==> config.mk <==
export PLATFORM = sky130hd
export DESIGN_NAME = alu_op_scheduler
export DESIGN_NICKNAME = d
export VERILOG_FILES = /design/src/rtl/alu_op_scheduler.sv
export SDC_FILE = /design/constraint.sdc
export NUM_CORES = 1
export LEC_CHECK = 0
export CORE_AREA = 2 2 309 311
export CTS_CLUSTER_SIZE = 12
export DETAILED_ROUTE_END_ITERATION = 8
export DIE_AREA = 0 0 311 313
export PLACE_DENSITY = 0.47
export SYNTH_ARGS = -nofsm -noshare
export SYNTH_HDL_FRONTEND = slang
export SYNTH_SLANG_ARGS = --single-unit
==> constraint.sdc <==
create_clock -name clk -period 10.4 [get_ports clk]
set_clock_uncertainty 0.2 [all_clocks]
set_input_delay 3.12 -clock clk [delete_from_list [all_inputs] [get_ports clk]]
set_output_delay 3.12 -clock clk [all_outputs]
set_load 0.03 [all_outputs]
==> src/rtl/alu_op_scheduler.sv <==
// Round-robin scheduler that routes four requesters onto shared add/sub/mul/div units.
// Optional macro ALU_SCHED_TIMEOUT_EN adds a WAIT watchdog and a timeout output.
module alu_op_scheduler (
   input  logic         clk,
   input  logic         rst,
   input  logic [3:0]   req,
   input  logic [7:0]   req_op,
   input  logic [255:0] req_a,
   input  logic [255:0] req_b,
   output logic [3:0]   unit_start,
   output logic [63:0]  unit_a,
   output logic [63:0]  unit_b,
   input  logic         unit_done,
   input  logic [63:0]  unit_result,
   output logic [3:0]   gnt,
   output logic [63:0]  result,
   output logic         busy
`ifdef ALU_SCHED_TIMEOUT_EN
   ,
   output logic         timeout
`endif
);

   typedef enum logic [1:0] {
      IDLE  = 2'd0,
      ISSUE = 2'd1,
      WAIT  = 2'd2,
      RESP  = 2'd3
   } state_t;

   state_t      state_r;
   state_t      state_s;
   logic [1:0]  ptr_r;
   logic [1:0]  win_r;
   logic [2:0]  pick_s;
   logic [1:0]  pick_op_s;
   logic        to_hit_s;
   logic [3:0]  start_s;
   logic [3:0]  gnt_s;
   logic [63:0] result_s;

   // Nearest requesting index after ptr wins; the loop runs far-to-near so the closest overwrites.
   function automatic logic [2:0] rr_pick(input logic [3:0] r, input logic [1:0] p);
      logic [2:0] pick;
      logic [1:0] idx;
      pick = 3'b000;
      for (int i = 4; i >= 1; i--) begin
         idx = p + 2'(i);
         if (r[idx]) begin
            pick = {1'b1, idx};
         end else begin
            pick = pick;
         end
      end
      return pick;
   endfunction

`ifdef ALU_SCHED_TIMEOUT_EN
   logic [7:0] cnt_r;

   // WAIT-cycle counter; 254 marks the 255th cycle without unit_done.
   always_ff @(posedge clk or posedge rst) begin
      if (rst) begin
         cnt_r <= 8'd0;
      end else if (state_r == WAIT) begin
         cnt_r <= cnt_r + 8'd1;
      end else begin
         cnt_r <= 8'd0;
      end
   end

   assign to_hit_s = (state_r == WAIT) && (cnt_r == 8'd254);

   // Timeout flag accompanies the gnt pulse of a watchdog-terminated transaction.
   always_ff @(posedge clk or posedge rst) begin
      if (rst) begin
         timeout <= 1'b0;
      end else begin
         timeout <= (state_s == RESP) && !unit_done;
      end
   end
`else
   assign to_hit_s = 1'b0;
`endif

   assign pick_s    = rr_pick(req, ptr_r);
   assign pick_op_s = req_op[{pick_s[1:0], 1'b0} +: 2];

   // Next-state logic; unit_done only matters in WAIT.
   always_comb begin
      state_s = state_r;
      case (state_r)
         IDLE: begin
            if (pick_s[2]) begin
               state_s = ISSUE;
            end else begin
               state_s = IDLE;
            end
         end
         ISSUE: state_s = WAIT;
         WAIT: begin
            if (unit_done || to_hit_s) begin
               state_s = RESP;
            end else begin
               state_s = WAIT;
            end
         end
         RESP:    state_s = IDLE;
         default: state_s = IDLE;
      endcase
   end

   // Output values for the upcoming state, registered below so outputs align with state.
   always_comb begin
      start_s  = 4'd0;
      gnt_s    = 4'd0;
      result_s = 64'd0;
      if (state_s == ISSUE) begin
         start_s = 4'b0001 << pick_op_s;
      end else begin
         start_s = 4'd0;
      end
      if (state_s == RESP) begin
         gnt_s    = 4'b0001 << win_r;
         result_s = unit_done ? unit_result : {64{1'b1}};
      end else begin
         gnt_s    = 4'd0;
         result_s = 64'd0;
      end
   end

   // State, winner bookkeeping, operand latch and registered outputs.
   always_ff @(posedge clk or posedge rst) begin
      if (rst) begin
         state_r    <= IDLE;
         ptr_r      <= 2'd3;
         win_r      <= 2'd0;
         unit_a     <= 64'd0;
         unit_b     <= 64'd0;
         unit_start <= 4'd0;
         gnt        <= 4'd0;
         result     <= 64'd0;
         busy       <= 1'b0;
      end else begin
         state_r    <= state_s;
         unit_start <= start_s;
         gnt        <= gnt_s;
         result     <= result_s;
         busy       <= (state_s != IDLE);
         case (state_r)
            IDLE: begin
               if (pick_s[2]) begin
                  win_r  <= pick_s[1:0];
                  unit_a <= req_a[{pick_s[1:0], 6'd0} +: 64];
                  unit_b <= req_b[{pick_s[1:0], 6'd0} +: 64];
               end else begin
                  win_r  <= win_r;
               end
            end
            RESP:    ptr_r <= win_r;
            default: ptr_r <= ptr_r;
         endcase
      end
   end

endmodule

==> impl_results.md, run 1 <==
- # rows: 113
- Synthesis-to-layout area growth: 88.0%
- Netlist cell types: 45
- Die Y: 313 microns
- Synth warn: 0
- Pre-antenna DRT Iters: 4
- Critical R2R Launch: state_r[0]
- Final #Nets: 2522
- CTS root buf: clkbuf_16
- First-pass GRT wire length: 96.0 mm
- Clock slew at reported path FFs: 0.06 ns
- Cts hold-fix bufs: 0
- Crit-path max FO: 65
- Fin crit share: 60.4%
- Crit path arrival time: 6.52 ns
- Setup TNS: 0 ns
- CP required: 10.64 ns
- Total congestion overflow: 0
- PwrDens: 262 nW/um^2
- TritonCTS Buffers: 29
- TritonCTS clock tree: yes
- Mapped Cells: 1199
- Final Hold Vio Count: 0
- Final Cell Area: 21800 sq um
- Die W: 311 microns
- Critical path startpoint: req[3]
- Syn avg cell area: 9.65 sq um
- Top Ports: 792
- Flops & latches, synth: 207
- Largest net degree at the start of global routing: 126
- MaxCap Viol Count: 0
- CP Launch Type: input pin
- Max Freq: 0.159 GHz
- Gr usage total: 13.0%
- Initial Util: 12.3%
- GPL Wtd Cong: 0.892
- Core Footprint: 94200 sq um
- Hold Path Class: flip-flop to flip-flop
- Register area share after synthesis: 44.8%
- Synthesized area: 11600 sq um
- Clock sink total: 207
- LEAKAGE: 8.78 nW
- Normalized max-slew margin: 22.7%
- Share of layout cells above drive strength 1: 6.05%
- Placed cell area: 20800 sq um
- Wirelength per Cell: 20.5 microns
- Initial antenna violation count: 6
- Non-Filler Instances: 3216
- CP Capture Type: flip-flop
- RSZ-0062 raised after global routing: no
- DR iter-0 viols: 580
- Hpwl dp: 49.2 mm
- Drt total wl: 66.1 mm
- Routed Antenna Nets: 0
- Fin crit period: 6.28 ns
- Via count: 12.7k
- Hold_ws: 0.294 ns
- H-tree Lvls: 1
- CP Class: input pin to flip-flop
- Post-CTS setup buffers: 0
- Status: finished clean
- VDD IR max: 170 uV
- Drt via density: 3.95
- Longest Clk Path Bufs: 3
- Syn_nets: 1794
- Tightest Pin Transition: 1.16 ns
- Hold Startpoint: unit_b[36]
- Clk_lat worst skew: 0.59 ns
- Vias in the first global route: 13.8k
- DRC viols: 0
- Die ar.: 97300 sq um
- Final setup vio count: 0
- Count of final max-slew check failures: 0
- Placed Instances: 3161
- Post-CTS sizing: 0
- IO Port Bufs: 791
synth_stat cells:
cell	n	area, sq um
and4_1	2	17.5
nor2b_2	1	8.76
nor2_4	1	11.3
a21boi_1	1	7.51
nand3_1	51	255
a211oi_2	27	338
o21ai_0	50	250
o21bai_2	1	11.3
and3_1	85	532
dfrtp_1	205	5130
buf_8	2	30.0
a21oi_1	65	325
buf_1	2	7.51
mux2i_1	129	1290
a32oi_1	1	8.76
buf_4	13	97.6
a211oi_1	140	1050
o211ai_1	45	338
o22a_1	1	8.76
nand2b_1	3	18.8
dfstp_2	2	52.6
mux2_2	2	22.5
clkbuf_1	61	229
or2_2	2	12.5
nor3_1	1	5.00
a21o_1	45	338
nor2b_1	1	6.26
nand2_1	51	191
nor3b_1	2	15.0
o22ai_1	1	6.26
o21ai_2	1	8.76
o2bb2ai_2	1	15.0
inv_1	68	255
nor2_1	84	315
and3b_1	1	8.76
nor4_1	2	12.5
o21ba_1	1	10.0
buf_2	35	175
and2_1	1	6.26
a2bb2oi_2	1	15.0
ha_1	4	50.1
mux2i_2	1	13.8
o211a_1	2	20.0
a32oi_2	1	16.3
buf_6	3	33.8
critical path, cell delays in order:
cell             delay (ns)
clkdlybuf4s50_1        0.60
nor4_1                 0.16
nor2b_4                0.91
nand3_4                0.54
buf_4                  0.48
a211oi_1               0.43
a211oi_1               0.09
layout make-up:
class,instances,area [sq um]
Fill cell,10300,72400
Timing Repair Buffer,813,8120
Multi-Input combinational cell,808,5640
Sequential cell,207,5180
Tap cell,1265,1580
Clock buffer,41,821
Inverter,68,263
Clock inverter,12,141
Antenna cell,2,5.00
through the flow:
step                total power, mW  worst slack (ns)  utilization (%)
global placement               4.69              3.58             22.1
detailed placement             4.72              3.45             22.1
floorplan                      3.23              1.43                -
global route                   6.05              3.91             23.1
finish                         5.71              4.12             23.1
CTS                            5.81              4.11             23.1
worst paths after layout:
kind	slack, ns	endpoint	depth (start not counted)
worst min-delay path	0.29	unit_b[36]	2
worst max register to register	6.71	unit_a[45]	7
min in group asynchronous	2.80	unit_a[63]	2
max in group asynchronous	5.88	unit_b[58]	3
worst min register to register	0.29	unit_b[36]	2
worst max-delay path	4.12	unit_a[45]	7
flip-flops by register name (all words and copies together), names as in the netlist:
name and count:
gnt 4, unit_b 64, unit_start 4, win_r 2
ptr_r 2, busy 1, state_r 2, result 64
unit_a 64
cell families after synthesis:
logic type / after synthesis / synth area share (%)
compound gates: 384 / 23.9
simple gates: 288 / 12.2
flops: 207 / 44.8
buf+inv: 184 / 7.16
mux: 132 / 11.5
fa+ha+maj: 4 / 0.432
metal layers:
layer | vias to the layer above | wire, microns | track usage, %
met5 | - | 65 | 0
met4 | 10 | 1310 | 2.38
met3 | 72 | 5210 | 4.21
met2 | 544 | 32200 | 22.5
met1 | 6260 | 27300 | 15.7
li1 | 5820 | - | -
power by group:
group	switching [mW]	total, mW	internal (mW)
clock network	0.423	1.04	0.619
registers	0.192	1.35	1.16
logic	2.01	3.31	1.30
cells in the final DEF, fill, tap and decap left out, types with 4 or more instances in the layout:
cell,netlist,final
o21ai_0,50,50
clkbuf_1,61,7
a211oi_1,140,140
o211ai_1,45,45
nand2_1,51,49
nand3_1,51,50
ha_1,4,4
clkinv_2,0,7
inv_1,68,67
and3_1,85,85
dfrtp_1,205,205
buf_4,13,19
clkbuf_8,0,5
nor2_1,84,84
a211oi_2,27,27
a21o_1,45,45
mux2i_1,129,129
a21oi_1,65,64
clkdlybuf4s50_1,0,790
clkbuf_16,0,29
Note: power is estimated with default switching activity, not from simulation.
==> run 2: changes to the inputs <==
==> constraint.sdc (replaced) <==
create_clock -name clk -period 5.9 [get_ports clk]
set_clock_uncertainty 0.2 [all_clocks]
set_input_delay 1.77 -clock clk [delete_from_list [all_inputs] [get_ports clk]]
set_output_delay 1.77 -clock clk [all_outputs]
set_load 0.03 [all_outputs]
==> run 2 against run 1 <==
  * Die area is the same
  * Non-clock buffer count is 10 higher
  * Combinational power up 80%
==> impl_results.md, run 2 (synthesis gave the netlist of run 1 again) <==
- Status: finished clean
- GPL Wtd Cong: 0.917
- CP required: 6.17 ns
- Crit path arrival time: 4.64 ns
- Max Used Layer: met5
- Top Ports: 792
- Synthesis-to-layout area growth: 89.4%
- Drt total wl: 68.2 mm
- RSZ-0062 raised after global routing: no
- Total congestion overflow: 0
- Met2 WL post-DR: 32.8 mm
- Post-CTS setup buffers: 0
- Biggest cell delay along the critical path: 1.03 ns
- Final core occ: 23.3%
- Via count: 12.7k
- Routed Antenna Nets: 0
- Initial antenna violation count: 7
- CP Class: input pin to flip-flop
- Setup TNS: 0 ns
- TritonCTS Buffers: 29
- Die W: 311 microns
- Top Family by Delay on Critical Path: compound AO/OA/AOI/OAI gates
- PnR Total Power: 10.1 mW
- DRT met1 WL: 27.9 mm
- Share of layout cells above drive strength 1: 6.39%
- CP Capture Type: flip-flop
- Hold_ws: 0.292 ns
- Final setup vio count: 0
- Pre-antenna DRT Iters: 5
- VDD IR max: 278 uV
- Die Y: 313 microns
- Normalized max-slew margin: 11.2%
- DR iter-0 viols: 695
- Vias in the first global route: 13.8k
- # rows: 113
- Gr usage total: 13.4%
- LEAKAGE: 8.87 nW
- Hold Path Class: flip-flop to flip-flop
- Hpwl dp: 51.2 mm
- Cts hold-fix bufs: 0
- TritonCTS clock tree: yes
- Wirelength per Cell: 21.2 microns
- Fin crit period: 4.37 ns
- Die ar.: 97300 sq um
- CP Launch Type: input pin
- IO Port Bufs: 791
- Max Freq: 0.229 GHz
- Placed Instances: 3171
- Longest Clk Path Bufs: 3
- Wire length on met3: 5.32 mm
- Clock sink total: 207
- Fin crit share: 74.1%
- Final #Nets: 2532
- Core Footprint: 94200 sq um
- Final Hold Vio Count: 0
- WP buf/inv: 2
- PwrDens: 463 nW/um^2
- Largest net degree at the start of global routing: 130
- Count of final max-slew check failures: 0
- Clock slew at reported path FFs: 0.06 ns
- Post-CTS sizing: 0
- Tightest Pin Transition: 1.33 ns
- MaxCap Viol Count: 0
- Clk_lat worst skew: 0.60 ns
- Crit-path cells: clkdlybuf4s50_1 > mux2i_2 > o2bb2ai_4 > nor2_4 > buf_12 > and3_1 > nor4_1
- Commonest non-fill, non-tap cell in the layout: clkdlybuf4s50_1
- Slowest-stage cell, CP: o2bb2ai_4
- Drt via density: 3.93
- Non-Filler Instances: 3226
- CTS root buf: clkbuf_16
- Initial Util: 12.3%
- Crit-path max FO: 60
- First-pass GRT wire length: 97.5 mm
- DRC viols: 0
- Commonest non-fill, non-tap cells in the layout: 790 x clkdlybuf4s50_1, 205 x dfrtp_1, 140 x a211oi_1
- H-tree Lvls: 1
- Largest regs: result: 64 flops, unit_a: 64 flops, unit_b: 64 flops
run 2: cell types whose count changed in the layout (fill, tap and decap cells not counted):
cell	before	now
buf_12	3	12
diode_2	2	5
clkinv_2	7	5
buf_4	19	20
bufinv_16	3	2
clkbuf_8	5	6
inv_16	0	1
inv_6	1	0
inv_8	1	0
run 2: path summary, 6_finish.rpt:
path	start	to	slack, ns	depth (start not counted)
worst max-delay path	req[3]	unit_start[1]	1.53	7
worst min-delay path	unit_b[23]	unit_b[23]	0.29	2
worst max register to register	ptr_r[1]	unit_start[1]	2.66	6
worst min register to register	unit_b[23]	unit_b[23]	0.29	2
max in group asynchronous	rst	unit_a[61]	3.06	3
min in group asynchronous	rst	unit_b[42]	1.43	2
run 2: area by class of cell:
| cell class | count | area, sq um |
|---|---|---|
| multi-input combinational | 808 | 5640 |
| clock buffer | 42 | 835 |
| sequential | 207 | 5180 |
| tap | 1265 | 1580 |
| antenna | 5 | 12.5 |
| clock inverter | 8 | 105 |
| inverter | 68 | 259 |
| timing repair buffer | 823 | 8300 |
| fill | 10300 | 72200 |
run 2: power breakdown:
group	internal (mW)	switching, mW	total, mW
sequential	2.05	0.345	2.39
clock	1.06	0.727	1.79
combinational	2.37	3.60	5.97
run 2: worst min-delay path, cell delays in order, from the launching register on:
cell and delay [ns]:
dfrtp_1 0.34, nand2_1 0.05, o211ai_1 0.07
run 2: per-stage QoR:
step / worst slack, ns / area, sq um
floorplan: 1.25 / 11600
global placement: 1.01 / 21000
detailed placement: 0.901 / 21000
CTS: 1.54 / 21900
global route: 1.45 / 21900
finish: 1.53 / 21900
run 2: per-layer routing:
layer	vias up	GRT usage [%]
li1	5837	-
met4	4	4.51
met5	-	0
met2	576	22.8
met1	6181	15.9
met3	88	4.37
==> run 3: changes to the inputs <==
==> config.mk (replaced) <==
export PLATFORM = sky130hd
export DESIGN_NAME = alu_op_scheduler
export DESIGN_NICKNAME = d
export VERILOG_FILES = /design/src/rtl/alu_op_scheduler.sv
export SDC_FILE = /design/constraint.sdc
export NUM_CORES = 1
export LEC_CHECK = 0
export CORE_AREA = 2 2 304 306
export CTS_CLUSTER_SIZE = 12
export DETAILED_ROUTE_END_ITERATION = 8
export DIE_AREA = 0 0 306 308
export PLACE_DENSITY = 0.48
export SYNTH_ARGS = -nofsm -noshare
export SYNTH_HDL_FRONTEND = slang
export SYNTH_SLANG_ARGS = --single-unit
==> constraint.sdc (replaced) <==
create_clock -name clk -period 3.7 [get_ports clk]
set_clock_uncertainty 0.2 [all_clocks]
set_input_delay 1.11 -clock clk [delete_from_list [all_inputs] [get_ports clk]]
set_output_delay 1.11 -clock clk [all_outputs]
set_load 0.03 [all_outputs]
==> run 3 against run 2 <==
  * Design area is 1.7% higher
  * Register-to-register slack worse by 1.7 ns
  * Cell count is 1.1% lower
  * Critical endpoint is now unit_b[41]
==> impl_results.md, run 3 (synthesis gave the netlist of run 1 again) <==
- Die W: 306 microns
- Hold EP: unit_b[59]
- Hold Startpoint: unit_b[59]
- RSZ-0062 raised after global routing: no
- Sw Share: 45.4%
- TritonCTS clock tree: yes
- Normalized max-slew margin: 50.8%
- Final Cell Area: 22300 sq um
- Psw: 7.45 mW
- Clock slew at reported path FFs: 0.06 ns
- Slowest-stage cell, CP: clkdlybuf4s50_1
- Core Footprint: 91000 sq um
- Register Area: 5180 sq um
- Initial Util: 12.7%
- Tightest Pin Transition: 0.739 ns
- Post-CTS setup buffers: 0
- Vias in the first global route: 14.0k
- Largest net degree at the start of global routing: 75
- CP Capture Type: output port
- Total congestion overflow: 0
- Hold Path Class: flip-flop to flip-flop
- Count of final max-slew check failures: 0
- R2R cell count: 7
- PwrDens: 736 nW/um^2
- Placed cell area: 21400 sq um
- CP required: 2.39 ns
- PnR Total Power: 16.4 mW
- Pint: 8.97 mW
- Fillers: 9719
- Final setup vio count: 0
- CP Class: flip-flop to output port
- Cts hold-fix bufs: 0
- Pre-antenna DRT Iters: 5
- Via count: 12.9k
- # rows: 111
- Fin crit share: 87.4%
- Fin crit period: 3.23 ns
- Gate power share: 59.8%
- Crit-path cells: clkdlybuf4s50_1
- Biggest cell delay along the critical path: 0.94 ns
- Largest regs: result: 64 flops, unit_a: 64 flops, unit_b: 64 flops
- Status: finished clean
- Gr usage total: 13.6%
- RR Endpoint: unit_a[20]
- LEAKAGE: 9.14 nW
- Post-CTS sizing: 0
- IO Port Bufs: 791
- Clock share of power: 17.1%
- Longest Clk Path Bufs: 3
- First-pass GRT wire length: 95.7 mm
- R2R setup slack: 0.93 ns
- MaxCap Viol Count: 0
- Final Hold Vio Count: 0
- Antenna diode count: 0
- Commonest non-fill, non-tap cell in the layout: clkdlybuf4s50_1
- Hpwl dp: 52.8 mm
- Flop pwr share: 23.1%
- TritonCTS Buffers: 28
- Routed Antenna Nets: 0
- CTS root buf: clkbuf_16
- Max Freq: 0.309 GHz
- Drt via density: 4.04
- Drt total wl: 67.9 mm
- Hold path depth: 2
- Multi-input gate area: 5640 sq um
- GPL Wtd Cong: 0.873
- Clock sink total: 207
- Die ar.: 94200 sq um
- Top Ports: 792
- VDD IR max: 412 uV
- H-tree Lvls: 1
- DR iter-0 viols: 564
- DRC viols: 0
- Top Family by Delay on Critical Path: buffers and inverters
- Critical R2R Launch: ptr_r[1]
- CP Launch Type: flip-flop
- Share of layout cells above drive strength 1: 8.74%
- Commonest non-fill, non-tap cells in the layout: 790 x clkdlybuf4s50_1, 205 x dfrtp_1, 140 x a211oi_1
- Clk_lat worst skew: 0.61 ns
- Synthesis-to-layout area growth: 92.7%
- Crit-path max FO: 2
- Crit path arrival time: 1.92 ns
- WP buf/inv: 1
- Initial antenna violation count: 12
- Die Y: 308 microns
- Final #Nets: 2578
- Wirelength per Cell: 21.3 microns
- Final core occ: 24.5%
==> run 3: power groups by stage <==
| stage | combinational (mW) | clock (mW) | sequential, mW |
|---|---|---|---|
| floorplan | 3.59 | 0 | 5.50 |
| global placement | 9.89 | 0 | 3.80 |
| detailed placement | 9.97 | 0 | 3.83 |
| CTS | 9.99 | 2.96 | 3.80 |
| global route | 10.5 | 3.04 | 3.90 |
| finish | 9.81 | 2.81 | 3.79 |
==> run 3: worst max-delay path by stage <==
stage,from,endpoint,cells after the start
after floorplan,rst,busy,1
after global placement,req[1],unit_a[6],7
after detailed placement,req[3],unit_a[20],8
after CTS,unit_b[41],unit_b[41],1
after global routing,unit_b[41],unit_b[41],1
final,unit_b[41],unit_b[41],1
==> run 3: layout make-up <==
class / instances / area share, %
clock inverter: 12 / 0.617
multi-input combinational: 808 / 25.3
clock buffer: 38 / 3.58
timing repair buffer: 870 / 39.4
inverter: 68 / 1.16
sequential: 207 / 23.2
tap: 1186 / 6.65
==> run 3: layer usage <==
metal  GRT usage [%]  part of all wire [%]  vias up
li1                -                     -     5927
met1            14.9                    38     6226
met2            24.1                    49      574
met3            4.52                   8.4      120
met4            5.46                   4.3       22
met5               0                  0.19        -
==> run 3: through the flow <==
step                      TNS (ns)  setup WS, ns  hold WS [ns]  cells
after global routing             0         0.277         0.315   3189
after detailed placement         0        0.0318         0.286   3139
after floorplan             -60.40        -0.295         0.272   1199
after CTS                        0         0.329         0.299   3189
after global placement           0        0.0776         0.280   3139
final                            0         0.467         0.294   3189
==> RTL change: new RTL, flow settings as in run 3 <==
The option `ALU_SCHED_TIMEOUT_EN` is turned on by a define.
--- a/src/rtl/alu_op_scheduler.sv
+++ b/src/rtl/alu_op_scheduler.sv
@@ -1,5 +1,7 @@
 // Round-robin scheduler that routes four requesters onto shared add/sub/mul/div units.
 // Optional macro ALU_SCHED_TIMEOUT_EN adds a WAIT watchdog and a timeout output.
+`define ALU_SCHED_TIMEOUT_EN
+
 module alu_op_scheduler (
    input  logic         clk,
    input  logic         rst,
Formal check against the unedited RTL (old outputs only; new: timeout): same outputs for any inputs over 4 cycles, from zero or initial values and one cycle with rst high; that may be too few to reach the edited logic, so the function may still have changed.
==> RTL change against run 3 <==
  * Final cell count decreased by 2.1%
  * Synthesized area fell by 1.4%
  * First-iteration DRC count shrank 3.0%
  * Count of clock-buffer cells in the layout is 9 higher
  * Final area grew 0.22%
  * Sequential cell count increased by 9
  * Wire length is 8.5% lower
  * Setup slack improved by 120 ps
  * Global-route usage shrank 1.1 points
  * Total power increased by 0.66%
==> RTL change: results (changes against run 3) <==
peak supply drop: 0.4633 mV (was 0.4120 mV)
synth top area cells: dfrtp_1 (47%), mux2_2 (7.5%), o22ai_1 (7.0%) (was dfrtp_1 (44%), mux2i_1 (11%), a211oi_1 (9.1%))
Layout Nets: 2508 (was 2578)
Post-CTS Setup Bufs: 0 (unchanged)
DR DRC count: 0 (unchanged)
YS warnings: 0 (unchanged)
delay-heaviest family, CP: buffers and inverters (unchanged)
Rel. slew slack: 46.82% (was 50.76%)
H-tree levels: 1 (unchanged)
max_cap viols: 0 (unchanged)
Routability Congestion: 0.8868 (was 0.8728)
syn_nets: 1688 (was 1794)
cts bufs inserted: 30 (was 28)
post-cts resize count: 0 (unchanged)
worst-path fanout max: 2 (unchanged)
Seq/Total Area, Yosys: 47.37% (was 44.78%)
first-pass GRT wire length: 88040 um (was 95740 um)
layout cells sized above 1: 11.64% (was 8.737%)
Clock Latency Late Sink: 630 ps (was 610 ps)
initial antenna violation count: 9 (was 12)
final setup fails: 0 (unchanged)
outcome: finished clean (unchanged)
clock root cell: clkbuf_16 (unchanged)
Layout fillers: 9677 (was 9719)
total track usage: 12.51% (was 13.62%)
Place WS: 40.64 ps (was 31.84 ps)
Synth cell types: 40 (was 45)
WL per Instance: 19.90 um (was 21.28 um)
Synth top cells by count: dfrtp_1 (214), o22ai_1 (128), mux2_2 (76) (was dfrtp_1 (205), a211oi_1 (140), mux2i_1 (129))
largest net degree at the start of global routing: 95 (was 75)
initial DRC count: 547 (was 564)
GR Overflow Total: 0 (unchanged)
CTS max path bufs: 3 (unchanged)
clk slew on worst S/H paths: 60 ps (about the same)
Synth async-reset ratio: 100.0% (unchanged)
TritonRoute pass-1 iters: 4 (was 5)
slowest stage cell, crit path: clkdlybuf4s50_1 (unchanged)
via count: 12000 (was 12870)
buffers added on ports: 792 (was 791)
top flop regs: result x64, unit_a x64, unit_b x64 (unchanged)
post-DP HPWL: 49220 um (was 52850 um)
WL final: 62100 um (was 67860 um)
# placed instances: 3066 (was 3139)
Hold WC Path Type: reg -> reg (unchanged)
slowest stage delay, CP: 730 ps (was 940 ps)
Mean Syn Cell Area: 10.45 um2 (was 9.652 um2)
vias in the first global route: 13060 (was 13980)
leakage power: 8.862 nW (was 9.142 nW)
Critical Path AT: 1800 ps (was 1920 ps)
## RTL change: cell families (layout without fill, tap and decap cells)
logic type | Yosys count | count (layout) | share of synthesized area, %
and+or+nand+nor | 159 | 159 | 7.114
DFF | 216 | 216 | 47.37
muxes | 207 | 207 | 19.63
adders and majority gates | 5 | 5 | 0.5481
buffers and inverters | 167 | 1008 | 6.588
AOI/OAI and AO/OA | 332 | 332 | 18.28
xor gates and xnor gates | 6 | 6 | 0.4604
other | 0 | 2 | 0
## RTL change: worst paths after layout
kind,start,end,slack (ps),cells after the start
setup / recovery,unit_a[8],unit_a[8],590,1
hold / removal,unit_b[23],unit_b[23],330,2
setup reg to reg,ptr_r[1],unit_b[51],1060,8
hold reg to reg,unit_b[23],unit_b[23],330,2
max in group asynchronous,rst,unit_b[20],1740,4
min in group asynchronous,rst,unit_a[35],660,2
## RTL change: layer usage
metal	vias up	global-route usage, %	wire [um]
met5	-	0	44
met4	6	3.609	1806
met3	81	4.192	5287
met2	533	22.38	31120
met1	5735	14.05	23840
li1	5645	-	-
## RTL change: power by group
group | internal [mW] | switching [mW] | leakage (nW)
combinational | 4.33 | 5.41 | 5.82
clock | 1.66 | 1.20 | 0.461
sequential | 3.37 | 0.556 | 2.58
total | 9.36 | 7.17 | 8.86
## RTL change: cell type report
cell class | instances | area share (%)
timing repair buffer | 887 | 40.04
antenna | 2 | 0.02240
tap | 1186 | 6.640
inverter | 68 | 1.159
clock inverter | 6 | 0.3583
multi-input combinational | 709 | 23.71
sequential | 216 | 24.20
clock buffer | 47 | 3.869
## RTL change: through the flow
stage | hold slack [ps] | instance area (um2)
final | 334.3 | 22350
after global placement | 320.6 | 21400
after CTS | 340.1 | 22340
after floorplan | 278.1 | 11420
after detailed placement | 326.2 | 21400
after global routing | 364.8 | 22350
## RTL change: tightest hold or removal path, cell delays in order (launching register included)
cell	delay (ps)
dfrtp_1	340
o22ai_1	80
nor2_1	70
